===== config.mk =====
export PLATFORM = sky130hd
export DESIGN_NAME = omsp_hash_control_gen
export DESIGN_NICKNAME = d
export VERILOG_FILES = /design/src/rtl/omsp_hash_pkg.sv /design/src/rtl/omsp_hash_wait_cnt.sv /design/src/rtl/omsp_hash_control_gen.sv
export SDC_FILE = /design/constraint.sdc
export NUM_CORES = 1
export LEC_CHECK = 0
export CAP_MARGIN = 20
export CORE_MARGIN = 4
export CORE_UTILIZATION = 46
export CTS_CLUSTER_SIZE = 12
export DETAILED_ROUTE_END_ITERATION = 12
export HOLD_SLACK_MARGIN = 0.02
export PLACE_DENSITY = 0.76
export SETUP_SLACK_MARGIN = 0.3
export SYNTH_ARGS = -nofsm -noshare
export SYNTH_HDL_FRONTEND = slang
export SYNTH_SLANG_ARGS = --single-unit

===== constraint.sdc =====
create_clock -name clk -period 2.8 [get_ports clk]
set_clock_uncertainty 0.05 [all_clocks]
set_input_delay 0.56 -clock clk [delete_from_list [all_inputs] [get_ports clk]]
set_output_delay 0.56 -clock clk [all_outputs]
set_load 0.02 [all_outputs]

===== src/rtl/omsp_hash_pkg.sv =====
// Shared types and helpers for the SPM hash sequencer.
package omsp_hash_pkg;

    localparam logic MODE_VERIFY = 1'b0;
    localparam logic MODE_STORE  = 1'b1;

    localparam logic [1:0] HCMD_IDLE = 2'b00;
    localparam logic [1:0] HCMD_PUSH = 2'b10;
    localparam logic [1:0] HCMD_READ = 2'b01;

    typedef enum logic [3:0] {
        ST_IDLE,
        ST_READ_META,
        ST_RANGE_CHK,
        ST_FEED_MEM,
        ST_FEED_META,
        ST_FLUSH,
        ST_RD_START,
        ST_RD_WAIT,
        ST_RD_DATA,
        ST_DONE
    } hash_state_t;

    function automatic logic [15:0] bswap(input logic [15:0] w);
        return {w[7:0], w[15:8]};
    endfunction

endpackage


===== src/rtl/omsp_hash_wait_cnt.sv =====
// Loadable down-counter with zero flag; paces the digest-read wait and word index.
module omsp_hash_wait_cnt #(
    parameter int W = 5
) (
    input  logic         clk,
    input  logic         rst,
    input  logic         load,
    input  logic         dec,
    input  logic [W-1:0] load_val,
    output logic         zero
);

    logic [W-1:0] cnt;

    always_ff @(posedge clk) begin
        if (rst)
            cnt <= '0;
        else if (load)
            cnt <= load_val;
        else if (dec && cnt != '0)
            cnt <= cnt - 1'b1;
    end

    assign zero = (cnt == '0);

endmodule


===== src/rtl/omsp_hash_control_gen.sv =====
// SPM hash sequencer: streams the public section plus layout words into a hash
// engine, then verifies or stores the resulting digest.
module omsp_hash_control_gen
    import omsp_hash_pkg::*;
#(
    parameter int HASH_WORDS   = 32,
    parameter int META_WORDS   = 4,
    parameter int READ_LATENCY = 5
) (
    input  logic        clk,
    input  logic        rst,
    input  logic        start,
    input  logic        mode,
    input  logic [15:0] hash_address,
    input  logic [15:0] spm_data,
    input  logic [15:0] mem_data,
    output logic [2:0]  spm_request,
    output logic [15:0] mab,
    output logic        mb_en,
    output logic [1:0]  mb_wr,
    output logic [15:0] mb_dout,
    output logic [1:0]  hash_cmd,
    output logic [15:0] hash_data,
    input  logic        hash_ready,
    input  logic        hash_busy,
    input  logic [15:0] hash_word,
    output logic [15:0] data_out,
    output logic        reg_write,
    output logic        fail,
    output logic        busy
);

    // SPM file field codes
    localparam logic [2:0] SPM_REQ_PUBSTART = 3'd0;
    localparam logic [2:0] SPM_REQ_ID       = 3'd4;

    localparam logic [1:0] K_LAST  = 2'(META_WORDS - 1);
    localparam logic [4:0] HW_LAST = 5'(HASH_WORDS - 1);
    localparam logic [4:0] WAIT_LD = 5'((READ_LATENCY >= 2) ? READ_LATENCY - 2 : 0);

    hash_state_t state, state_n;
    logic [15:0] meta [0:3];
    logic [1:0]  k;
    logic        mode_q, rd_vld;
    logic        cnt_load, cnt_dec, cnt_zero, pre_data, miss;
    logic [4:0]  cnt_val;
    logic [15:0] pe_w, ps_w;

    assign ps_w     = meta[0] & 16'hFFFE;
    assign pe_w     = meta[1] & 16'hFFFE;
    assign busy     = (state != ST_IDLE) || start;
    assign data_out = fail ? 16'h0 : spm_data;

    omsp_hash_wait_cnt #(.W(5)) u_cnt (
        .clk      (clk),
        .rst      (rst),
        .load     (cnt_load),
        .dec      (cnt_dec),
        .load_val (cnt_val),
        .zero     (cnt_zero)
    );

    always_ff @(posedge clk) begin
        if (rst) state <= ST_IDLE;
        else     state <= state_n;
    end

    always_comb begin
        state_n     = state;
        spm_request = SPM_REQ_ID;
        mb_en       = 1'b0;
        mb_wr       = 2'b00;
        mb_dout     = 16'h0;
        hash_cmd    = HCMD_IDLE;
        hash_data   = 16'h0;
        reg_write   = 1'b0;
        cnt_load    = 1'b0;
        cnt_dec     = 1'b0;
        cnt_val     = HW_LAST;
        pre_data    = 1'b0;
        miss        = 1'b0;
        case (state)
            ST_IDLE:      if (start) state_n = ST_READ_META;
            ST_READ_META: begin
                spm_request = SPM_REQ_PUBSTART + {1'b0, k};
                if (k == K_LAST) state_n = ST_RANGE_CHK;
            end
            ST_RANGE_CHK: state_n = (meta[1] < meta[0]) ? ST_DONE : ST_FEED_MEM;
            ST_FEED_MEM: begin
                // read and push alternate; a refused push re-reads the same word
                mb_en = 1'b1;
                if (rd_vld) begin
                    hash_cmd  = HCMD_PUSH;
                    hash_data = bswap(mem_data);
                    if (hash_ready && mab == pe_w) state_n = ST_FEED_META;
                end
            end
            ST_FEED_META: begin
                hash_cmd  = HCMD_PUSH;
                hash_data = meta[k];
                if (hash_ready && k == K_LAST) state_n = ST_FLUSH;
            end
            ST_FLUSH:     if (!hash_busy) state_n = ST_RD_START;
            ST_RD_START: begin
                hash_cmd = HCMD_READ;
                cnt_load = 1'b1;
                if (READ_LATENCY == 1) begin
                    state_n  = ST_RD_DATA;
                    pre_data = 1'b1;
                end else begin
                    state_n = ST_RD_WAIT;
                    cnt_val = WAIT_LD;
                end
            end
            ST_RD_WAIT: begin
                if (cnt_zero) begin
                    state_n  = ST_RD_DATA;
                    cnt_load = 1'b1;
                    pre_data = 1'b1;
                end else begin
                    cnt_dec = 1'b1;
                end
            end
            ST_RD_DATA: begin
                mb_en   = 1'b1;
                cnt_dec = 1'b1;
                if (mode_q == MODE_STORE) begin
                    mb_wr   = 2'b11;
                    mb_dout = bswap(hash_word);
                end else begin
                    miss = (mem_data != bswap(hash_word));
                end
                if (miss || cnt_zero) state_n = ST_DONE;
            end
            ST_DONE: begin
                reg_write = 1'b1;
                state_n   = ST_IDLE;
            end
            default: state_n = ST_IDLE;
        endcase
        // verify reads run one cycle ahead so mem_data lines up with hash_word
        if (pre_data && mode_q == MODE_VERIFY) mb_en = 1'b1;
    end

    always_ff @(posedge clk) begin
        if (rst) begin
            mab    <= 16'h0;
            k      <= 2'd0;
            mode_q <= MODE_VERIFY;
            fail   <= 1'b0;
            rd_vld <= 1'b0;
            for (int j = 0; j < 4; j++) meta[j] <= 16'h0;
        end else begin
            case (state)
                ST_IDLE: if (start) begin
                    mode_q <= mode;
                    fail   <= 1'b0;
                    k      <= 2'd0;
                end
                ST_READ_META: begin
                    meta[k] <= spm_data;
                    k       <= (k == K_LAST) ? 2'd0 : k + 2'd1;
                end
                ST_RANGE_CHK: begin
                    if (meta[1] < meta[0]) fail <= 1'b1;
                    mab    <= ps_w;
                    rd_vld <= 1'b0;
                end
                ST_FEED_MEM: begin
                    if (!rd_vld) begin
                        rd_vld <= 1'b1;
                    end else if (hash_ready) begin
                        rd_vld <= 1'b0;
                        mab    <= mab + 16'd2;
                    end
                end
                ST_FEED_META: if (hash_ready) k <= (k == K_LAST) ? 2'd0 : k + 2'd1;
                ST_FLUSH:     mab <= hash_address & 16'hFFFE;
                ST_RD_START, ST_RD_WAIT:
                    if (pre_data && mode_q == MODE_VERIFY) mab <= mab + 16'd2;
                ST_RD_DATA: begin
                    mab <= mab + 16'd2;
                    if (miss) fail <= 1'b1;
                end
                default: ;
            endcase
        end
    end

endmodule


* After elaboration in Yosys (flattened, before gate mapping) *
Memories as Yosys holds them, arrays and structs flattened. A register that Yosys moved wholly into a read port is not among the register bits.
Cells that the tools add are included.

storage, ports and cells
  latch bits = 0
  input port bits = 70
  register bits after elaboration = 30
  memories = 1
  memory bits (read-only) = 0
  bits in writable memories = 64

memory list
  memory  depth  width  read ports  clocked after Yosys merged registers in  wr ports  line                         RTL
  meta    4      16     3           1                                        4         omsp_hash_control_gen.sv:42  logic [15:0] meta [0:3];

operators by class
  bitwise logic cells = 1
  divide/modulo/power cells = 0
  $add $sub $neg = 3
  multipliers = 0
  reduce and logical (&&, ||, !) cells = 23
  shifts and indexed selects = 0
  muxes and demuxes = 59
  equal/unequal tests = 25
  magnitude comparators = 1

operator list
  operator               count
  $mux 16                8
  $pmux 16 s5            1
  $mux 4                 9
  $pmux 4 s9             1
  $pmux 16 s2            1
  $ne 2x2->1 const B     13
  $mux 1                 20
  $mux 2                 9
  $add 16x2->16 const B  1
  $eq 16x16->1           1
  $eq 4x3->1 const B     4
  $lt 16x16->1           1
  $ne 16x16->1           1
  $reduce_or 16->1       1
  $mux 5                 3
  $pmux 2 s3             2
  $reduce_bool 5->1      2
  $eq 4x2->1 const B     2
  $eq 4x4->1 const B     2
  $reduce_and 4->1       2
  $reduce_and 8->1       1
  $pmux 1 s2             3
  $reduce_bool 3->1      2
  $logic_not 5->1        1
  other kinds (15)       21

* Depth between registers and ports, before layout *
Gate-level depths: netlist (run 1).

  depth after elaboration = 6
  mapped depth = 10
  mapped depth without buffers = 8

* Cells and area by module *
From an unflattened synthesis (run 1), not the netlist that was laid out.

second synthesis, totals
  cell total of the unflattened synthesis = 606
  area total of the unflattened synthesis = 6124.6 um2

modules (own cells, without submodules)
  module                 area an instance (um2)  cells each  times used
  omsp_hash_control_gen  5798.1                  569         1
  omsp_hash_wait_cnt     326.6                   37          1

* Worst setup path after synthesis (run 1) *
No wires, ideal clock.

  path kind = register to register
  start = register state[2]
  end = memory meta[1][0], enable pin
  library setup time = 0.411 ns
  required time = 2.339 ns
  arrival = 2.168 ns
  slack = 0.171 ns
  cell stages (with the launch flop) = 7
  cell sequence = dfxtp_1 -> buf_2 -> nor2_2 -> and2_1 -> buf_2 -> nand2_1 -> o21ai_0

RTL lines
  what                    line                         RTL
  from (decl)             omsp_hash_control_gen.sv:41  hash_state_t state, state_n;
  from (signal assigned)  omsp_hash_control_gen.sv:65  else state <= state_n;
  to (decl)               omsp_hash_control_gen.sv:42

* Final worst setup path (run 1) *
  start = input port hash_ready
  end = register state[0]

on the way
  cells in the longest elaborated chain, start to end = 3

RTL lines
  what                                         line                                                       RTL
  from (decl)                                  omsp_hash_control_gen.sv:24                                input logic hash_ready,
  $logic_and 1x1->1, on equally long branches  omsp_hash_control_gen.sv:101, omsp_hash_control_gen.sv:95
  $ne 2x2->1 (no source line)                  -
  $reduce_and 8->1 (no source line) *          -

Mark *: on every way between the ends. The rest lies on a longest branch, timed or not.
A chain may end at the register's enable or synchronous reset.

==> flow_summary.json, run 1 <==
{
  "setup_ws_ns": 0.327,
  "status": "finished, final reports clean",
  "vias": 5571,
  "synthTopCellsByCount": "64 x edfxtp_1, 50 x and2_1, 41 x nand2_1",
  "synth_seq_area_share": 0.422,
  "synthArstFlopShare": 0,
  "antenna_found_initial": 0,
  "drv_slew": 0,
  "syn2layout_area_growth_pct": 34.7,
  "core_area_mm2": 0.0127,
  "slew_headroom": 0.600,
  "finalSetupTns_ns": 0,
  "ys_ff_latch": 95,
  "path_clk_slew_ns": 0.07,
  "ant_nets": 0,
  "rows": 41,
  "grt_start_max_net_pins": 25,
  "drt_pass1_iterations": 5,
  "die_area_mm2": 0.0150,
  "finalHoldWorstSlack_ns": 0.461,
  "max_slew.worst_pin.slew_ns": 0.599,
  "start_util": 0.474,
  "htreeDepth": 3,
  "synth_cells": 615,
  "worstPathArrival_ns": 2.65,
  "hold_class": "reg2reg",
  "cts_root_buf": "clkbuf_16",
  "finish.net_count": 856,
  "p_leak_nw": 3.34,
  "period_share": 0.883,
  "yosys.area.top_type": "edfxtp_1",
  "cts_tree": "built",
  "critical_path_required_ns": 2.98,
  "rsz0062_at_grt": "true",
  "netlist_area_mm2": 0.00603,
  "synth-edff-count": 64,
  "synth_cell_types": 64,
  "synth.top_cell.area_share": 0.319,
  "clkLatencyLatePin_ns": 0.35,
  "place_ws_ns": 0.0306,
  "antenna_cells": 0,
  "max_freq_ghz": 0.404,
  "via_per_inst": 5.90,
  "synth_area_leaders": "edfxtp_1 32%, dfxtp_1 10%, mux4_2 6.0%",
  "track_usage": 0.264,
  "numCtsBuffers": 9,
  "critical_path.max_fanout": 4,
  "synth.most_common_cell": "edfxtp_1",
  "grt_pass1_vias": 5714,
  "die_w_um": 123,
  "chipHeight_um": 123,
  "fill_cells": 1058,
  "portBuffers": 142,
  "synth_warnings": 0,
  "critPathKind": "in2reg",
  "setup-violations-final": 0,
  "finalHoldViolCount": 0,
  "drive_gt1_frac": 0.168,
  "period_minus_slack_ns": 2.47,
  "dpl-instance-area_mm2": 0.00776,
  "ir_drop_mv": 0.353,
  "place_hpwl_um": 14500,
  "final_area_mm2": 0.00812,
  "drt_iter0_drc": 659,
  "cts_buffer_depth": 2,
  "syn_nets": 703,
  "crit_path_end_kind": "flip-flop",
  "routedWlPerCell_um": 20.7,
  "drc": 0,
  "grt_pass1_wl_um": 30200,
  "wl_um": 19500,
  "cts.sinks": 95,
  "grt_overflow": 0,
  "cap_viol_max_count": 0,
  "gp_congestion": 0.865,
  "startpoint_type": "input port",
  "synth_ff_type": "edfxtp_1",
  "power_density_mw_per_mm2": 504,
  "synth_area_per_cell_um2": 9.81,
  "pin_count": 145
}
[cells by family after synthesis]
family | count (synthesis) | share of synthesized area
and+or+nand+nor | 244 | 0.223
AOI/OAI and AO/OA | 135 | 0.154
DFF | 95 | 0.422
buffers and inverters | 69 | 0.0483
xor gates and xnor gates | 34 | 0.0494
muxes | 19 | 0.0651
adders and majority gates | 18 | 0.0373
other | 1 | 0.000622
[flip-flops by register name, summed over array words and instances, names as in the netlist, named ones only]
| signal | flops |
|---|---|
| rd_vld | 1 |
| meta | 64 |
| mab | 15 |
| u_cnt.cnt | 5 |
| mode_q | 1 |
| k | 2 |
| state | 4 |
| fail | 1 |
[placed cells by master (no fill, tap or decap), types with 20 or more instances in the layout]
cell / count
a21oi_1: 35
and2_1: 50
and3_1: 35
buf_4: 46
clkdlybuf4s50_1: 88
dfxtp_1: 25
edfxtp_1: 64
inv_1: 25
nand2_1: 41
nor2_1: 35
nor2b_1: 21
o21ai_0: 25
xor2_1: 20
[per-stage QoR]
step,power [mW],utilization,cells
3_5_place_dp,2.77,0.610,919
3_3_place_gp,2.74,0.610,919
6_report,4.10,0.638,945
4_1_cts,4.10,0.635,943
2_1_floorplan,2.30,-,615
5_1_grt,4.27,0.638,945
[where the power goes]
| group | total, mW | internal (mW) | switching, mW |
|---|---|---|---|
| sequential | 1.73 | 1.61 | 0.125 |
| combinational | 1.05 | 0.492 | 0.556 |
| clock | 1.32 | 0.722 | 0.596 |
| total | 4.10 | 2.82 | 1.28 |
[routing by layer]
metal / track usage / wire length, um / share of wire
met4: 0.112 / 601 / 0.031
met3: 0.0604 / 1680 / 0.086
met5: 0 / 0 / 0
met1: 0.334 / 7740 / 0.40
met2: 0.437 / 9500 / 0.49
[critical path: stages]
cell and delay (ns):
clkdlybuf4s50_1 0.51, nand2_1 0.08, or4_1 0.51, nor4_1 0.30, o21ai_1 0.16, buf_4 0.18, o41ai_1 0.35
[path summary, 6_finish.rpt]
| kind | from | depth (start not counted) | to | slack [ns] |
|---|---|---|---|---|
| worst max register to register | u_cnt.cnt[0] | 9 | mab[7] | 0.45 |
| worst max-delay path | hash_ready | 7 | state[0] | 0.33 |
| worst min-delay path | rd_vld | 2 | rd_vld | 0.46 |
| worst min register to register | rd_vld | 2 | rd_vld | 0.46 |
[repair_timing]
item                                   4_1_cts  5_1_grt
gates resized for setup                    126       36
setup endpoints to repair                   57       34
buffers inserted                             6        2
pin swaps                                    2       11
cloned                                       2        0
hold buffers                                 0        0
endpoints found under the hold margin        0        0
[final cells by class]
| type | instances | area (um^2) | share of cell area |
|---|---|---|---|
| clock buffers | 9 | 225 | 0.0277 |
| clock inverters | 7 | 90.1 | 0.0111 |
| inverters | 25 | 93.8 | 0.0116 |
| multi-input cells | 451 | 3240 | 0.399 |
| flip-flops and latches | 95 | 2550 | 0.315 |
| well taps | 172 | 215 | 0.0265 |
| repair buffers | 186 | 1700 | 0.209 |
Power figures use the tool's default switching activity.
==> run 2, diff against run 1 <==
--- a/config.mk
+++ b/config.mk
@@ -8,10 +8,11 @@
 export CAP_MARGIN = 20
 export CORE_MARGIN = 4
 export CORE_UTILIZATION = 46
+export CTS_CLUSTER_DIAMETER = 100
 export CTS_CLUSTER_SIZE = 12
 export DETAILED_ROUTE_END_ITERATION = 12
 export HOLD_SLACK_MARGIN = 0.02
-export PLACE_DENSITY = 0.76
+export PLACE_DENSITY = 0.87
 export SETUP_SLACK_MARGIN = 0.3
 export SYNTH_ARGS = -nofsm -noshare
 export SYNTH_HDL_FRONTEND = slang
==> run 2 against run 1 <==
Against the previous run:
- core utilization rose by 1.0 points
- clock power is 11% lower
- non-clock buffer count did not move
- global-route usage up 0.65 points
- maximum frequency fell by 1.8%
- count of clock-buffer cells in the layout is the same
- critical path type is now reg2out
==> flow_summary.json, run 2 (synthesized netlist as in run 1, its figures left out) <==
{
  "status": "finished, final reports clean",
  "critical_path_required_ns": 2.19,
  "vias": 5795,
  "numCtsBuffers": 9,
  "critPathKind": "reg2out",
  "largest_register_ffs": 64,
  "antenna_found_initial": 1,
  "cap_viol_max_count": 0,
  "p_seq_frac": 0.436,
  "period_share": 0.899,
  "die_area_mm2": 0.0150,
  "grt_pass1_wl_um": 30800,
  "grt_start_max_net_pins": 26,
  "path_clk_slew_ns": 0.07,
  "critical-path-top-delay-family": "multiplexers",
  "start_util": 0.474,
  "holdBufCountCts": 0,
  "routedWlPerCell_um": 21.6,
  "core_area_mm2": 0.0127,
  "layout_common_cells": "85 x clkdlybuf4s50_1, 64 x edfxtp_1, 50 x and2_1",
  "rows": 41,
  "max_slew.worst_pin.slew_ns": 0.521,
  "crit_path_end_kind": "output pin",
  "finalHoldViolCount": 0,
  "power.share.clock": 0.294,
  "critical-path-max-stage-delay_ns": 0.52,
  "cts.sinks": 95,
  "cp_cell_sequence": "buf_12 -> buf_8 -> mux4_2 -> a32o_1 -> buf_6",
  "critical_path.max_fanout": 7,
  "htreeDepth": 3,
  "place_hpwl_um": 14900,
  "antenna_cells": 0,
  "pin_count": 145,
  "track_usage": 0.271,
  "cp_num_buf_inv": 3,
  "p_sw_mw": 1.26,
  "hold_class": "reg2reg",
  "drive_gt1_frac": 0.169,
  "setup-violations-final": 0,
  "portBuffers": 142,
  "drt_iter0_drc": 756,
  "drc": 0,
  "drt_pass1_iterations": 7,
  "clkLatencyLatePin_ns": 0.35,
  "rsz0062_at_grt": "true",
  "cts_root_buf": "clkbuf_16",
  "power_density_mw_per_mm2": 484,
  "slew_headroom": 0.644,
  "p_leak_nw": 3.46,
  "top_register": "meta",
  "gp_congestion": 0.890,
  "p_int_mw": 2.73,
  "critical-path-slowest-cell": "mux4_2",
  "via_per_inst": 6.12,
  "finish.net_count": 858,
  "wl_um": 20500,
  "syn2layout_area_growth_pct": 36.8,
  "die_w_um": 123,
  "drv_slew": 0,
  "grt_overflow": 0,
  "chipHeight_um": 123,
  "ir_drop_mv": 0.371,
  "cts_tree": "built",
  "grt_pass1_vias": 5675,
  "cts_buffer_depth": 2,
  "max_freq_ghz": 0.397,
  "startpoint_type": "flip-flop",
  "largestRegisters": "meta: 64 flops, mab: 15 flops, u_cnt.cnt: 5 flops",
  "final_common_cell": "clkdlybuf4s50_1",
  "period_minus_slack_ns": 2.52,
  "worstPathArrival_ns": 1.91,
  "p_total_mw": 3.99,
  "swShare": 0.316,
  "finalHoldWorstSlack_ns": 0.446,
  "ant_nets": 0,
  "combPwrFrac": 0.271,
  "fill_cells": 1056
}
run 2: final timing paths:
path | startpoint | end | slack (ns) | depth (start not counted)
worst max register to register | u_cnt.cnt[1] | mab[7] | 0.46 | 8
worst min-delay path | rd_vld | rd_vld | 0.45 | 2
worst min register to register | rd_vld | rd_vld | 0.45 | 2
worst max-delay path | flip-flop | hash_data[12] | 0.28 | 5
run 2: tightest hold or removal path: cells and delay by family (launching register included):
kind / cells / cell delay [ns]
DFF: 1 / 0.34
and+or+nand+nor: 1 / 0.06
AOI/OAI and AO/OA: 1 / 0.05
run 2: through the flow:
stage	setup TNS (ns)	setup WS (ns)	std cells	area (um^2)	utilization
final	0	0.281	947	8250	0.648
after global routing	0	0.237	947	8250	0.648
after CTS	0	0.0605	939	8020	0.630
after detailed placement	-0.0529	-0.0316	918	7740	0.608
after global placement	-0.00807	-0.00807	918	7740	0.608
after floorplan	0	0.325	615	6030	-
run 2: layout make-up:
cell class	count	area, um^2	area share
Clock buffer	9	225	0.0273
Clock inverter	7	53.8	0.00652
Inverter	25	93.8	0.0114
Multi-Input combinational cell	453	3290	0.398
Sequential cell	95	2560	0.311
Tap cell	172	215	0.0261
Timing Repair Buffer	186	1810	0.219
run 2: power by group through the flow:
| stage | combinational (mW) | clock, mW | sequential (mW) |
|---|---|---|---|
| floorplan | 0.597 | 0 | 1.70 |
| global placement | 0.987 | 0 | 1.75 |
| detailed placement | 1.02 | 0 | 1.76 |
| CTS | 1.04 | 1.19 | 1.74 |
| global route | 1.16 | 1.25 | 1.75 |
| finish | 1.08 | 1.17 | 1.74 |
run 2: routing by layer:
metal	vias to the layer above	wire length, um	global-route usage
li1	2594	-	-
met1	2740	7860	0.357
met2	405	9690	0.447
met3	56	2300	0.0525
met4	0	618	0.0966
met5	-	0	0
run 2: timing repair:
action	in CTS	in global routing
setup endpoints to repair	60	52
buffers inserted	2	7
pin swaps	2	10
cloned	3	1
gates resized for setup	115	55
